### src/rtl/cpu_pkg.sv
// rtl/cpu_pkg.sv - shared opcodes, flag bit indices and FSM encoding for alu_exec_ctrl
package cpu_pkg;

  localparam logic [2:0] OP_ADD = 3'b000;
  localparam logic [2:0] OP_AND = 3'b001;
  localparam logic [2:0] OP_NOT = 3'b010;
  localparam logic [2:0] OP_LDI = 3'b111;

  // Bit positions inside the 4-bit {C,Z,V,S} flags word
  localparam int FLAG_C = 3;
  localparam int FLAG_Z = 2;
  localparam int FLAG_V = 1;
  localparam int FLAG_S = 0;

  typedef enum logic {
    ST_IDLE = 1'b0,
    ST_EXEC = 1'b1
  } state_t;

  // Opcodes whose result comes from the external ALU and which update flags
  function automatic logic is_alu_op(input logic [2:0] op);
    return (op == OP_ADD) || (op == OP_AND) || (op == OP_NOT);
  endfunction

endpackage

### src/rtl/regfile.sv
// rtl/regfile.sv - general register file: two async read ports, async debug port, one sync write port
module regfile #(
  parameter int WIDTH = 8,
  parameter int NREGS = 4,
  localparam int AW = $clog2(NREGS)
) (
  input  logic             clk,
  input  logic             rst_n,
  input  logic             we,
  input  logic [AW-1:0]    waddr,
  input  logic [WIDTH-1:0] wdata,
  input  logic [AW-1:0]    raddr1,
  output logic [WIDTH-1:0] rdata1,
  input  logic [AW-1:0]    raddr2,
  output logic [WIDTH-1:0] rdata2,
  input  logic [AW-1:0]    dbg_addr,
  output logic [WIDTH-1:0] dbg_data
);

  logic [WIDTH-1:0] regs_q [NREGS];

  // Storage: cleared on reset, single write port updated on the clock edge
  always_ff @(posedge clk or negedge rst_n) begin
    if (!rst_n) begin
      for (int i = 0; i < NREGS; i++) begin
        regs_q[i] <= '0;
      end
    end else if (we) begin
      regs_q[waddr] <= wdata;
    end
  end

  // Read ports are plain muxes so a write from the previous edge is visible immediately
  always_comb begin
    rdata1   = regs_q[raddr1];
    rdata2   = regs_q[raddr2];
    dbg_data = regs_q[dbg_addr];
  end

endmodule

### src/rtl/alu_exec_ctrl.sv
// rtl/alu_exec_ctrl.sv - two-state instruction sequencer driving an external ALU and a register file
module alu_exec_ctrl
  import cpu_pkg::*;
#(
  parameter int WIDTH = 8,
  parameter int NREGS = 4,
  localparam int AW = $clog2(NREGS)
) (
  input  logic             clk,
  input  logic             rst_n,
  input  logic             instr_valid,
  output logic             instr_ready,
  input  logic [2:0]       instr_op,
  input  logic [AW-1:0]    instr_rd,
  input  logic [AW-1:0]    instr_rs1,
  input  logic [AW-1:0]    instr_rs2,
  input  logic [WIDTH-1:0] instr_imm,
  output logic [2:0]       alu_opcode,
  output logic [WIDTH-1:0] alu_a,
  output logic [WIDTH-1:0] alu_b,
  input  logic [WIDTH-1:0] alu_res,
  input  logic             alu_carry,
  input  logic             alu_zero,
  input  logic             alu_overflow,
  input  logic             alu_sign,
  output logic [3:0]       flags,
  output logic             done,
  input  logic [AW-1:0]    dbg_addr,
  output logic [WIDTH-1:0] dbg_data
);

  state_t           state_q;
  logic [2:0]       op_q;
  logic [AW-1:0]    rd_q;
  logic [WIDTH-1:0] imm_q;
  logic [WIDTH-1:0] a_q;
  logic [WIDTH-1:0] b_q;
  logic [3:0]       flags_q;
  logic             done_q;

  logic [WIDTH-1:0] rs1_data;
  logic [WIDTH-1:0] rs2_data;
  logic             rf_we;
  logic [WIDTH-1:0] rf_wdata;

  // Writeback happens on the edge that ends EXEC; reserved opcodes never write
  always_comb begin
    rf_we    = (state_q == ST_EXEC) && (is_alu_op(op_q) || (op_q == OP_LDI));
    rf_wdata = (op_q == OP_LDI) ? imm_q : alu_res;
  end

  regfile #(
    .WIDTH (WIDTH),
    .NREGS (NREGS)
  ) u_regfile (
    .clk      (clk),
    .rst_n    (rst_n),
    .we       (rf_we),
    .waddr    (rd_q),
    .wdata    (rf_wdata),
    .raddr1   (instr_rs1),
    .rdata1   (rs1_data),
    .raddr2   (instr_rs2),
    .rdata2   (rs2_data),
    .dbg_addr (dbg_addr),
    .dbg_data (dbg_data)
  );

  // Sequencer: latch operands on accept, retire after exactly one EXEC cycle
  always_ff @(posedge clk or negedge rst_n) begin
    if (!rst_n) begin
      state_q <= ST_IDLE;
      op_q    <= '0;
      rd_q    <= '0;
      imm_q   <= '0;
      a_q     <= '0;
      b_q     <= '0;
      flags_q <= '0;
      done_q  <= 1'b0;
    end else begin
      done_q <= 1'b0;
      case (state_q)
        ST_IDLE: begin
          if (instr_valid) begin
            op_q    <= instr_op;
            rd_q    <= instr_rd;
            imm_q   <= instr_imm;
            a_q     <= rs1_data;
            b_q     <= rs2_data;
            state_q <= ST_EXEC;
          end
        end
        ST_EXEC: begin
          if (is_alu_op(op_q)) begin
            flags_q[FLAG_C] <= alu_carry;
            flags_q[FLAG_Z] <= alu_zero;
            flags_q[FLAG_V] <= alu_overflow;
            flags_q[FLAG_S] <= alu_sign;
          end
          done_q  <= 1'b1;
          state_q <= ST_IDLE;
        end
        default: state_q <= ST_IDLE;
      endcase
    end
  end

  assign instr_ready = (state_q == ST_IDLE);
  assign alu_opcode  = op_q;
  assign alu_a       = a_q;
  assign alu_b       = b_q;
  assign flags       = flags_q;
  assign done        = done_q;

endmodule

### config.mk
export PLATFORM = sky130hd
export DESIGN_NAME = alu_exec_ctrl
export DESIGN_NICKNAME = d
export VERILOG_FILES = /design/src/rtl/cpu_pkg.sv /design/src/rtl/regfile.sv /design/src/rtl/alu_exec_ctrl.sv
export SDC_FILE = /design/constraint.sdc
export NUM_CORES = 1
export LEC_CHECK = 0
export ABC_AREA = 1
export CAP_MARGIN = 20
export CORE_MARGIN = 2
export CORE_UTILIZATION = 45
export DETAILED_ROUTE_END_ITERATION = 12
export HOLD_SLACK_MARGIN = 0.12
export PLACE_DENSITY = 0.72
export SLEW_MARGIN = 20
export SYNTH_ARGS = -nofsm -noshare
export SYNTH_HDL_FRONTEND = slang
export SYNTH_SLANG_ARGS = --single-unit
export TNS_END_PERCENT = 50
### constraint.sdc
create_clock -name clk -period 1.4 [get_ports clk]
set_input_delay 0.35 -clock clk [delete_from_list [all_inputs] [get_ports clk]]
set_output_delay 0.35 -clock clk [all_outputs]
set_load 0.05 [all_outputs]
=== Word level (Yosys, flattened, before mapping) ===
Cells that the tools add are included.

* Output and inout port bits: 33
* Logic and storage cells: 49
* Input bits: 34
* Register bits: 67

* Muxes and demuxes: 16
* Bitwise gates (word level): 5
* Order comparisons: 5
* Reduce and logical (&&, ||, !) cells: 8
* Eq/ne operators: 3

{| class="wikitable"
|+ Operators by type and width
! cell !! number
|-
| two-way mux 8 bit || 8
|-
| binary-select mux 8 bit (select 2 bit) || 3
|-
| bitwise mux 32 bit || 1
|-
| demux 8 bit (select 2 bit) || 1
|-
| >= comparator 3 bit (second input constant) || 4
|-
| NOT 2 -> 3 bit || 4
|-
| AND reduction 2 bit || 2
|-
| == test 3 x 1 -> 1 bit (second input constant) || 1
|-
| == test 3 x 2 -> 1 bit (second input constant) || 1
|-
| == test 3 bit (second input constant) || 1
|-
| zero test 3 bit || 1
|-
| logical OR 1 bit || 3
|-
| < comparator 3 x 1 -> 1 bit (second input constant) || 1
|-
| logical AND 1 bit || 2
|-
| two-way mux 1 bit || 2
|-
| one-hot mux 1 bit (2 select lines) || 1
|-
| NOT 1 bit || 1
|}

=== Logic depth before layout (Yosys ltp) ===
Gate-level depths: netlist (run 1).

* Word-level depth: 6
* Gate-level depth with buffers: 8

=== Cells and area by module ===
A second synthesis (run 1) with hierarchy kept.

* Cells, all modules: 532
* Area total of the unflattened synthesis: 3,783.6 µm²

{| class="wikitable"
|+ Modules (own cells, without submodules)
! module !! instances !! cells each !! seq. area each (µm²) !! area each (µm²)
|-
| regfile || 1 || 359 || 800.8 || 2,316.0
|-
| alu_exec_ctrl || 1 || 173 || 875.8 || 1,467.7
|}

=== Worst setup path after synthesis (run 1) ===
OpenSTA, ideal clock, no wires.

* Path type: flip-flop to flip-flop
* From: register op_q[2] (netlist: alu_opcode[2])
* To: register u_regfile.regs_q[0] (netlist name)
* Arrival: 1.460 ns
* Library setup time: 0.119 ns
* Stages on the path, launching flop included: 7
* Path slack: -0.179 ns
* Period minus slack after synthesis: 1.579 ns
* Required time: 1.281 ns
* Cells stage by stage: dfrtp_1 > buf_4 > nand3_4 > nand2_2 > nand3_1 > nand2_1 > nand2_1

* Cells in the longest elaborated chain, start to end: 5
* Elaborated cells on any way between the ends: 10
* Those cells by class: eq/ne (3); mux (2); reduce/logical (5)

{| class="wikitable"
|+ Ends and longest elaborated chain
! what !! RTL line !! RTL
|-
| start: declaration || alu_exec_ctrl.sv:33 || <nowiki>logic [2:0] op_q;</nowiki>
|-
| start signal: assignment || alu_exec_ctrl.sv:85 || <nowiki>op_q <= instr_op;</nowiki>
|-
| == test 3 x 1 -> 1 bit or zero test 3 bit (tied branches) || cpu_pkg.sv:22 || <nowiki>return (op == OP_ADD) || (op == OP_AND) || (op == OP_NOT);</nowiki>
|-
| logical OR 1 bit (2 in series) || cpu_pkg.sv:22 ||
|-
| logical OR 1 bit || alu_exec_ctrl.sv:48 || <nowiki>rf_we = (state_q == ST_EXEC) && (is_alu_op(op_q) || (op_q == OP_LDI));</nowiki>
|-
| logical AND 1 bit || alu_exec_ctrl.sv:48 ||
|-
| end signal: indexed assignment || regfile.sv:29 || <nowiki>regs_q[waddr] <= wdata;</nowiki>
|-
| end: declaration || regfile.sv:20 || <nowiki>logic [WIDTH-1:0] regs_q [NREGS];</nowiki>
|}

Parallel ways exist; a longest one is shown, timed or not.
A chain may end at the register's enable or synchronous reset.

=== Worst setup path in the final report (run 1) ===
* From: input port dbg_addr[0]
* To: output port dbg_data[1]

* Cells in the longest elaborated chain, start to end: 4

{| class="wikitable"
|+ Ends and longest elaborated chain
! what !! RTL line !! RTL
|-
| start: declaration || alu_exec_ctrl.sv:28 || <nowiki>input logic [AW-1:0] dbg_addr,</nowiki>
|-
| NOT 2 -> 3 bit (implied by the code) || regfile.sv:37 || <nowiki>dbg_data = regs_q[dbg_addr];</nowiki>
|-
| binary-select mux 8 bit (select 2 bit) || regfile.sv:37 ||
|-
| two-way mux 8 bit (implied by the code) (2 in series) || regfile.sv:37 ||
|-
| end: declaration || alu_exec_ctrl.sv:29 || <nowiki>output logic [WIDTH-1:0] dbg_data</nowiki>
|}

Every way passes these cells. The select of a mux whose other input is x is not followed.

==> results list, run 1 <==
- Count of nets left with antenna violations after detail routing: 0
- DRC violation count after routing: 0
- For this run, the total global-route usage over all layers was measured as 0.257.
- Summed over all nets, wire length on met3 after detailed routing comes to 747 um.
* Antenna violations before repair: 0
* Placed wire-length estimate after detailed placement: 7550 um
- Synthesized instance count: 517
* Layout overhead on the synthesized area: 50.9%
- Ant diodes: 0
* Average size of a mapped cell: about 7 sq um
* Switching power of the nets: about 4.2 mW
- Length of the first detailed-routing pass in iterations: 5
- Length of routed wiring on met1: between 4000 and 5000 um
- Across the run, the number of max-cap violations was 0.
- The first global-routing pass estimated ~18000 um of wire.
* Boundary Pins: between 60 and 70
- Dividing total power by cell area gives a power density of 1820 nW/um^2.
- Run status: complete, but fails checks
* Maximum ir drop on the vdd rail: between 0.001 and 0.0015 V
* Combinational share of power: 0.518
* Post-detailed-route wirelength per cell: about 15 um
* Worst max-slew margin expressed relative to the limit: 0.759
- Die Width: 93.6 um
- Count of vias placed by the detailed router: around 3900
* Share of the core filled with cells in the final layout: 0.702
- Max Used Layer: met4
- The final-report max-slew violation count was 0.
- Ratio of routed vias to standard cells: ~5.2
* Setup TNS after final layout: -1450 ps
- At the pin with the least slew margin, the transition time is 361 ps.
* Clock slew seen by the registers of the worst setup and hold paths: ~80 ps
- TritonCTS built the clock tree.
- Maximum number of pins on one net before global-route repair: just under 70
- Most frequent cells in the layout: nand2_1 (248), nand3_1 (64), dfrtp_1 (63), buf_4 (47), buf_12 (42)
* Vias in the first global route: 3687
* Portion of the clock cycle consumed by the worst path in the final layout: 1.15
- Sort of element at the start of the critical path: input port
- CTS H-tree depth: 3
- The routed design has between 10000 and 15000 um of wire.
- Number of endpoints failing setup at the final stage: 11
- STA classifies the critical path endpoint as an output pin.
* Port-buffer cells: 66
- For this design the static power due to leakage is between 2 and 3 nW.
* CTS buffer count: 9
- Counting every sink on the clock net gives 67.
- In the final layout, the share of cells above drive strength 1 is 0.258.
- Clock power frac: 0.152
- In this run the worst path has a maximum fanout of 16.
- Hold violation total from the final report: 0
- The library cell used most frequently in the layout, excluding fill and tap cells, is nand2_1.
- Hold slack final: around 500 ps
- Worst setup margin: -206 ps
* Sequential area share after synthesis: 0.464
- Library cell used as clock root buffer: clkbuf_8
* Sequential Power Share: 0.330
- Between clock sinks in the finished design, the worst skew comes to 5.47 ps.
- At the end of routability-driven placement, the weighted congestion stood at between 0.8 and 0.9.
- Die extent in y: 93.6 um
* Post-synth cell types: 19
* RSZ-0062 raised after global routing: true
- GR Overflow Total: 0
- The layout has 617 filler cells.
- The initial utilization of the core area, before any placement, comes to 0.465.
* Final Critical Period: about 1600 ps
- Kind of path behind the tightest hold check: flip-flop to flip-flop
* Rows: 32
- Die outline area: about 9000 sq um
- Worst skew pair latency: 340 ps
- Total of warnings raised by yosys: 0
- At the worst endpoint, the arrival time is between 1000 and 1500 ps.
* Post-layout nets: around 660
- Multi-input logic area: about 1700 sq um
* Detailed router's first-iteration violation count: between 300 and 400
- Counting along the longest clock path gives a buffer depth of 2.
- Critical path start-end classification: input port to output pin
* Net switching share of the total power: 0.426
- Highest Clock Rate: between 600 and 700 MHz
- Wire segments on met2 add up to around 5400 um in the final route.
- Sequential Area: around 1700 sq um
- In this run the cell area of the synthesized design comes to 3610 sq um.
- #FFs+latches synth: 67
- Worst path required time: 1050 ps
- Net Count, Synth: between 500 and 600
* Cell-internal power: 5.69 mW
* Floorplan Core Area: ~7800 sq um
- The checks that failed: setup timing.
==> kinds of logic (layout without fill, tap and decap cells) <==
kind of cell | Yosys count | after routing | share of synthesized area
compound gates | 31 | 31 | 0.0485
buf+inv | 70 | 188 | 0.0845
flops | 67 | 67 | 0.464
simple gates | 349 | 349 | 0.403
==> per-layer routing <==
layer  GRT usage  vias up
li1            -     1852
met1       0.344     1809
met2       0.423      163
met3      0.0459       30
met4      0.0882        0
met5           0        -
==> repair_timing <==
| action | 4_1_cts | 5_1_grt |
|---|---|---|
| hold buffers | 1 | 0 |
| gates cloned | 1 | 0 |
| hold endpoints to repair | 67 | 0 |
| buffers inserted | 13 | 16 |
| setup endpoints to repair | 11 | 23 |
| pin swaps | 7 | 6 |
| gates resized for setup | 34 | 11 |
==> power groups by stage <==
stage               combinational, mW  clock (mW)  sequential, mW
finish                           5.13        1.50            3.27
global route                     5.52        1.64            3.34
CTS                              4.76        1.55            3.25
detailed placement               4.39           0            3.26
global placement                 4.34           0            3.26
floorplan                        1.90           0            3.62
==> flip-flops by register name, indices dropped and copies added (netlist names) <==
signal            count
flags                 4
alu_a                 8
state_q               1
alu_opcode            3
u_regfile.regs_q     32
done                  1
alu_b                 8
rd_q                  2
imm_q                 8
==> Yosys cell counts <==
library cell  instances  area, sq um
nand2_1             264          991
dfrtp_1              67         1680
nand3_1              67          335
inv_1                43          161
buf_2                13         65.1
o21ai_0              12         60.1
nand4_1               9         56.3
a21oi_1               8         40.0
o211ai_1              8         60.1
clkbuf_1              7         26.3
buf_6                 3         33.8
nand2_2               3         18.8
nor2_2                3         18.8
o21ai_1               3         15.0
inv_2                 2         7.51
nand3_2               2         20.0
buf_4                 1         7.51
clkinv_1              1         3.75
nand3_4               1         17.5
==> path summary, 6_finish.rpt <==
kind,start,end,slack (ps),depth (start not counted)
setup / recovery,dbg_addr[0],dbg_data[1],-210,5
hold / removal,imm_q[3],imm_q[3],500,2
setup reg to reg,alu_opcode[1],u_regfile.regs_q[28],30,7
hold reg to reg,imm_q[3],imm_q[3],500,2
max in group asynchronous,rst_n,alu_opcode[0],540,3
min in group asynchronous,rst_n,flags[1],550,3
==> stage by stage <==
stage	cell area, sq um	setup slack, ps	cells	total power [mW]
2_1_floorplan	3650	-48.9	517	5.52
3_3_place_gp	4960	-416	690	7.60
3_5_place_dp	4960	-455	690	7.66
4_1_cts	5300	-190	721	9.56
5_1_grt	5460	-249	737	10.5
6_report	5460	-206	737	9.90
==> critical path, stage by stage <==
cell	delay (ps)
buf_2	130
bufbuf_16	290
o211ai_1	230
nand2_2	100
buf_12	150
==> layout make-up <==
class	instances	area share
well taps	102	0.0234
clock inverters	7	0.0112
multi-input cells	380	0.314
inverters	46	0.0317
clock buffers	9	0.0227
repair buffers	126	0.289
flip-flops and latches	67	0.308
No activity file was read; power rests on OpenSTA's default activity.
==> run 2: changes to the inputs <==
- CTS_CLUSTER_SIZE: default -> 14
- PLACE_DENSITY: 0.72 -> 0.7
- SYNTH_HIERARCHICAL: default -> 1
==> run 2 against run 1 <==
Effect of this change:
- the run still ends with setup timing left
- total power up 7.3%
- sequential share of layout area down 1.9 points
- largest cell class unchanged
- worst hold slack worse by 11 ps
- global-route usage down 0.47 points
- synthesized cell count up 2.9%
- sequential cell count unchanged
- die area up 4.5%
- critical path depth unchanged
- combinational power up 7.8%
- first-iteration DRC count down 16%
- critical endpoint is now dbg_data[6]
- design area up 6.5%
- wire length up 0.47%
==> results list, run 2 <==
* Highest Clock Rate: approximately 630 MHz
* Register-to-register setup slack: 10 ps
* Worst skew pair latency: ~350 ps
- Total power draw: 10.6 mW
* Critical path start-end classification: flip-flop to output pin
* Library cell with the largest summed area after synthesis: dfrtp_1
- Async SR Flop Fraction: 1.00
* CTS tree: yes
- Ant diodes: 0
- The average instance in the mapped netlist occupies 7.11 sq um.
- Maximum number of pins on one net before global-route repair: slightly below 70
- Global-route wire length before repair: ~18000 um
- The congestion estimate from routability-driven global placement came to around 0.88.
* Final Critical Period: roughly 1600 ps
- Most frequent standard cell in the layout excluding fill and tap cells: nand2_1
* Sequential Area: roughly 1700 sq um
* Max-slew violations: 0
- Data arrival time at the worst-slack endpoint: 1240 ps
- The core region is roughly 8000 sq um.
- The register with the most flip-flops in the final layout is u_regfile/regs_q.
- The number of nets handed over by synthesis was approximately 570.
- FILL cells: between 600 and 700
* Post-synth cell types: 18
* Most frequent cells in the layout: nand2_1 (258), buf_4 (66), dfrtp_1 (64), nand3_1 (48), inv_2 (40)
* Maximum ir drop on the vdd rail: ~0.00092 V
* Max-cap violations: 0
- At the pin with the least slew margin, the transition time is 436 ps.
- Sorting the synthesized cells by how often they occur yields nand2_1 (278), dfrtp_1 (67), nand3_1 (57).
- STA classifies the critical path startpoint as a flip-flop.
* Synthesized instance count: roughly 530
- In the global route stage, overall resource usage came out at 0.253.
- In this run, synthesis produced a sequential element count of 67.
- The initial antenna violation count came to 0.
- Violations in the final reports: setup timing
- Length of the first detailed-routing pass in iterations: 5
- The share of the Yosys chip area taken by registers is 0.443.
* Vias in the first global route: between 3000 and 4000
* Post-detailed-route wirelength per cell: approximately 14 um
* Initial core utilization: 0.463
* Die Width: 95.7 um
- Counting tap cells, the placed design contains a total of roughly 710 instances.
- Post-synth top flop: dfrtp_1
- Boundary Pins: 67
- Clock Sinks: 67
* Worst max-slew margin expressed relative to the limit: 0.710
- Once routing completed, OpenROAD measured the worst setup slack at -193 ps.
- Of the available clock period, the critical path in the final layout requires 1.14.
- Die extent in y: around 96 um
- STA puts the critical path data required time at approximately 1100 ps.
- Setup repair after global routing could not meet its margin everywhere.
- Clock-pin slew was measured on the worst setup and hold paths at 80 ps.
- Clock tree synthesis selected as its root buffer the cell clkbuf_8.
- Share of the core filled with cells in the final layout: 0.711
* Leakage: 3.09 nW
- The cell area that synthesis handed to floorplanning was roughly 3800 sq um.
* Count of flip-flops with a built-in enable after synthesis: 0
- Share of the synthesized area in the top cell type: 0.443
- The clock arrives with between 9 and 10 ps of skew.
- CTS buffer count: 9
- Setup TNS after final layout: -1220 ps
* Kind of end point of the critical path: output pin
- After detailed routing, the number of vias per cell comes to ~5.1.
- In the final design database the tool counted 701 nets.
- The final-report hold violation count is 0.
- Kind of path behind the tightest hold check: flip-flop to flip-flop
* Port-buffer cells: 66
* Power per standard cell area: ~1800 nW/um^2
- Summed over all nets, the half-perimeter wirelength after detailed placement is approximately 7500 um.
- Run status: complete, but fails checks
- The register with the most flip-flops in the layout has 32 of them.
- The Yosys step of the flow raised 6 warnings.
- From synthesis to final layout, the design area changed by 53.5%.
- Detailed router's first-iteration violation count: around 300
* Rows: 33
- The clock passes through at most 2 buffers.
- In this run the remaining antenna-violating nets after routing total 0.
* Fraction of final layout cells with drive strength greater than 1: 0.338
* Number of endpoints failing setup at the final stage: 12
* Cell with the most instances after synthesis: nand2_1
- Summed over all layers, the routed wires come to 11000 um.
* Hold slack final: between 400 and 500 ps
- Multi-input logic area: 1810 sq um
* Die outline area: 9160 sq um
- DRC violation count after routing: 0
- Layout Cells excl Fill: between 700 and 800
* Largest cells by area after synthesis: dfrtp_1 (44%), nand2_1 (28%), nand3_1 (7.5%), inv_1 (5.3%), nand4_1 (3.3%)
* CTS H-tree depth: 3
- The total overflow left after global routing is 0.
- Of all nets on the critical path, the largest fanout is 2.
- Count of vias placed by the detailed router: 3938
## run 2: worst paths after layout
check	from	to	depth (start not counted)
max reg2reg	alu_opcode[2]	u_regfile/regs_q[14]	6
max	u_regfile/regs_q[6]	dbg_data[6]	5
min in group asynchronous	rst_n	alu_b[3]	3
max in group asynchronous	rst_n	alu_opcode[1]	3
min reg2reg	imm_q[6]	imm_q[6]	2
min	imm_q[6]	imm_q[6]	2
## run 2: power by group
| part | leakage [nW] | internal [mW] | switching, mW | total [mW] |
|---|---|---|---|---|
| registers | 0.813 | 2.60 | 0.603 | 3.21 |
| clock network | 0.112 | 1.11 | 0.782 | 1.89 |
| logic | 2.17 | 2.66 | 2.86 | 5.53 |
| total | 3.09 | 6.37 | 4.25 | 10.6 |
## run 2: what timing repair did
item / 4_1_cts / 5_1_grt
hold buffers: 1 / 0
pin swaps: 14 / 6
cloned: 1 / 0
endpoints found under the hold margin: 67 / 0
gates resized for setup: 57 / 32
endpoints found under the setup margin: 35 / 44
buffers inserted: 37 / 11
## run 2: critical path, stage by stage, from the launching register on
cell	delay (ps)
dfrtp_1	410
inv_2	90
nand2_2	70
nand3_2	90
nand2_2	80
buf_12	150
## run 2: cells by family after synthesis
| logic type | share of synthesized area |
|---|---|
| AND/OR/NAND/NOR | 0.414 |
| buffers and inverters | 0.112 |
| flip-flops | 0.443 |
| AO/OA/AOI/OAI | 0.0304 |
## run 2: layout make-up
class	instances	area share
Timing Repair Buffer	149	0.297
Clock buffer	11	0.0261
Sequential cell	67	0.289
Multi-Input combinational cell	381	0.312
Inverter	59	0.0386
Tap cell	105	0.0226
Clock inverter	5	0.0144
## run 2: per-stage QoR
step,instance area (sq um),setup WS (ps)
final,5810,-193
after detailed placement,5030,-438
after floorplan,3810,-237
after global routing,5810,-234
after CTS,5630,-146
after global placement,5030,-420
## run 2: per-layer routing
layer	track usage	share of wire
met5	0	0
met4	0.0869	0.018
met1	0.348	0.44
met3	0.0493	0.063
met2	0.400	0.48
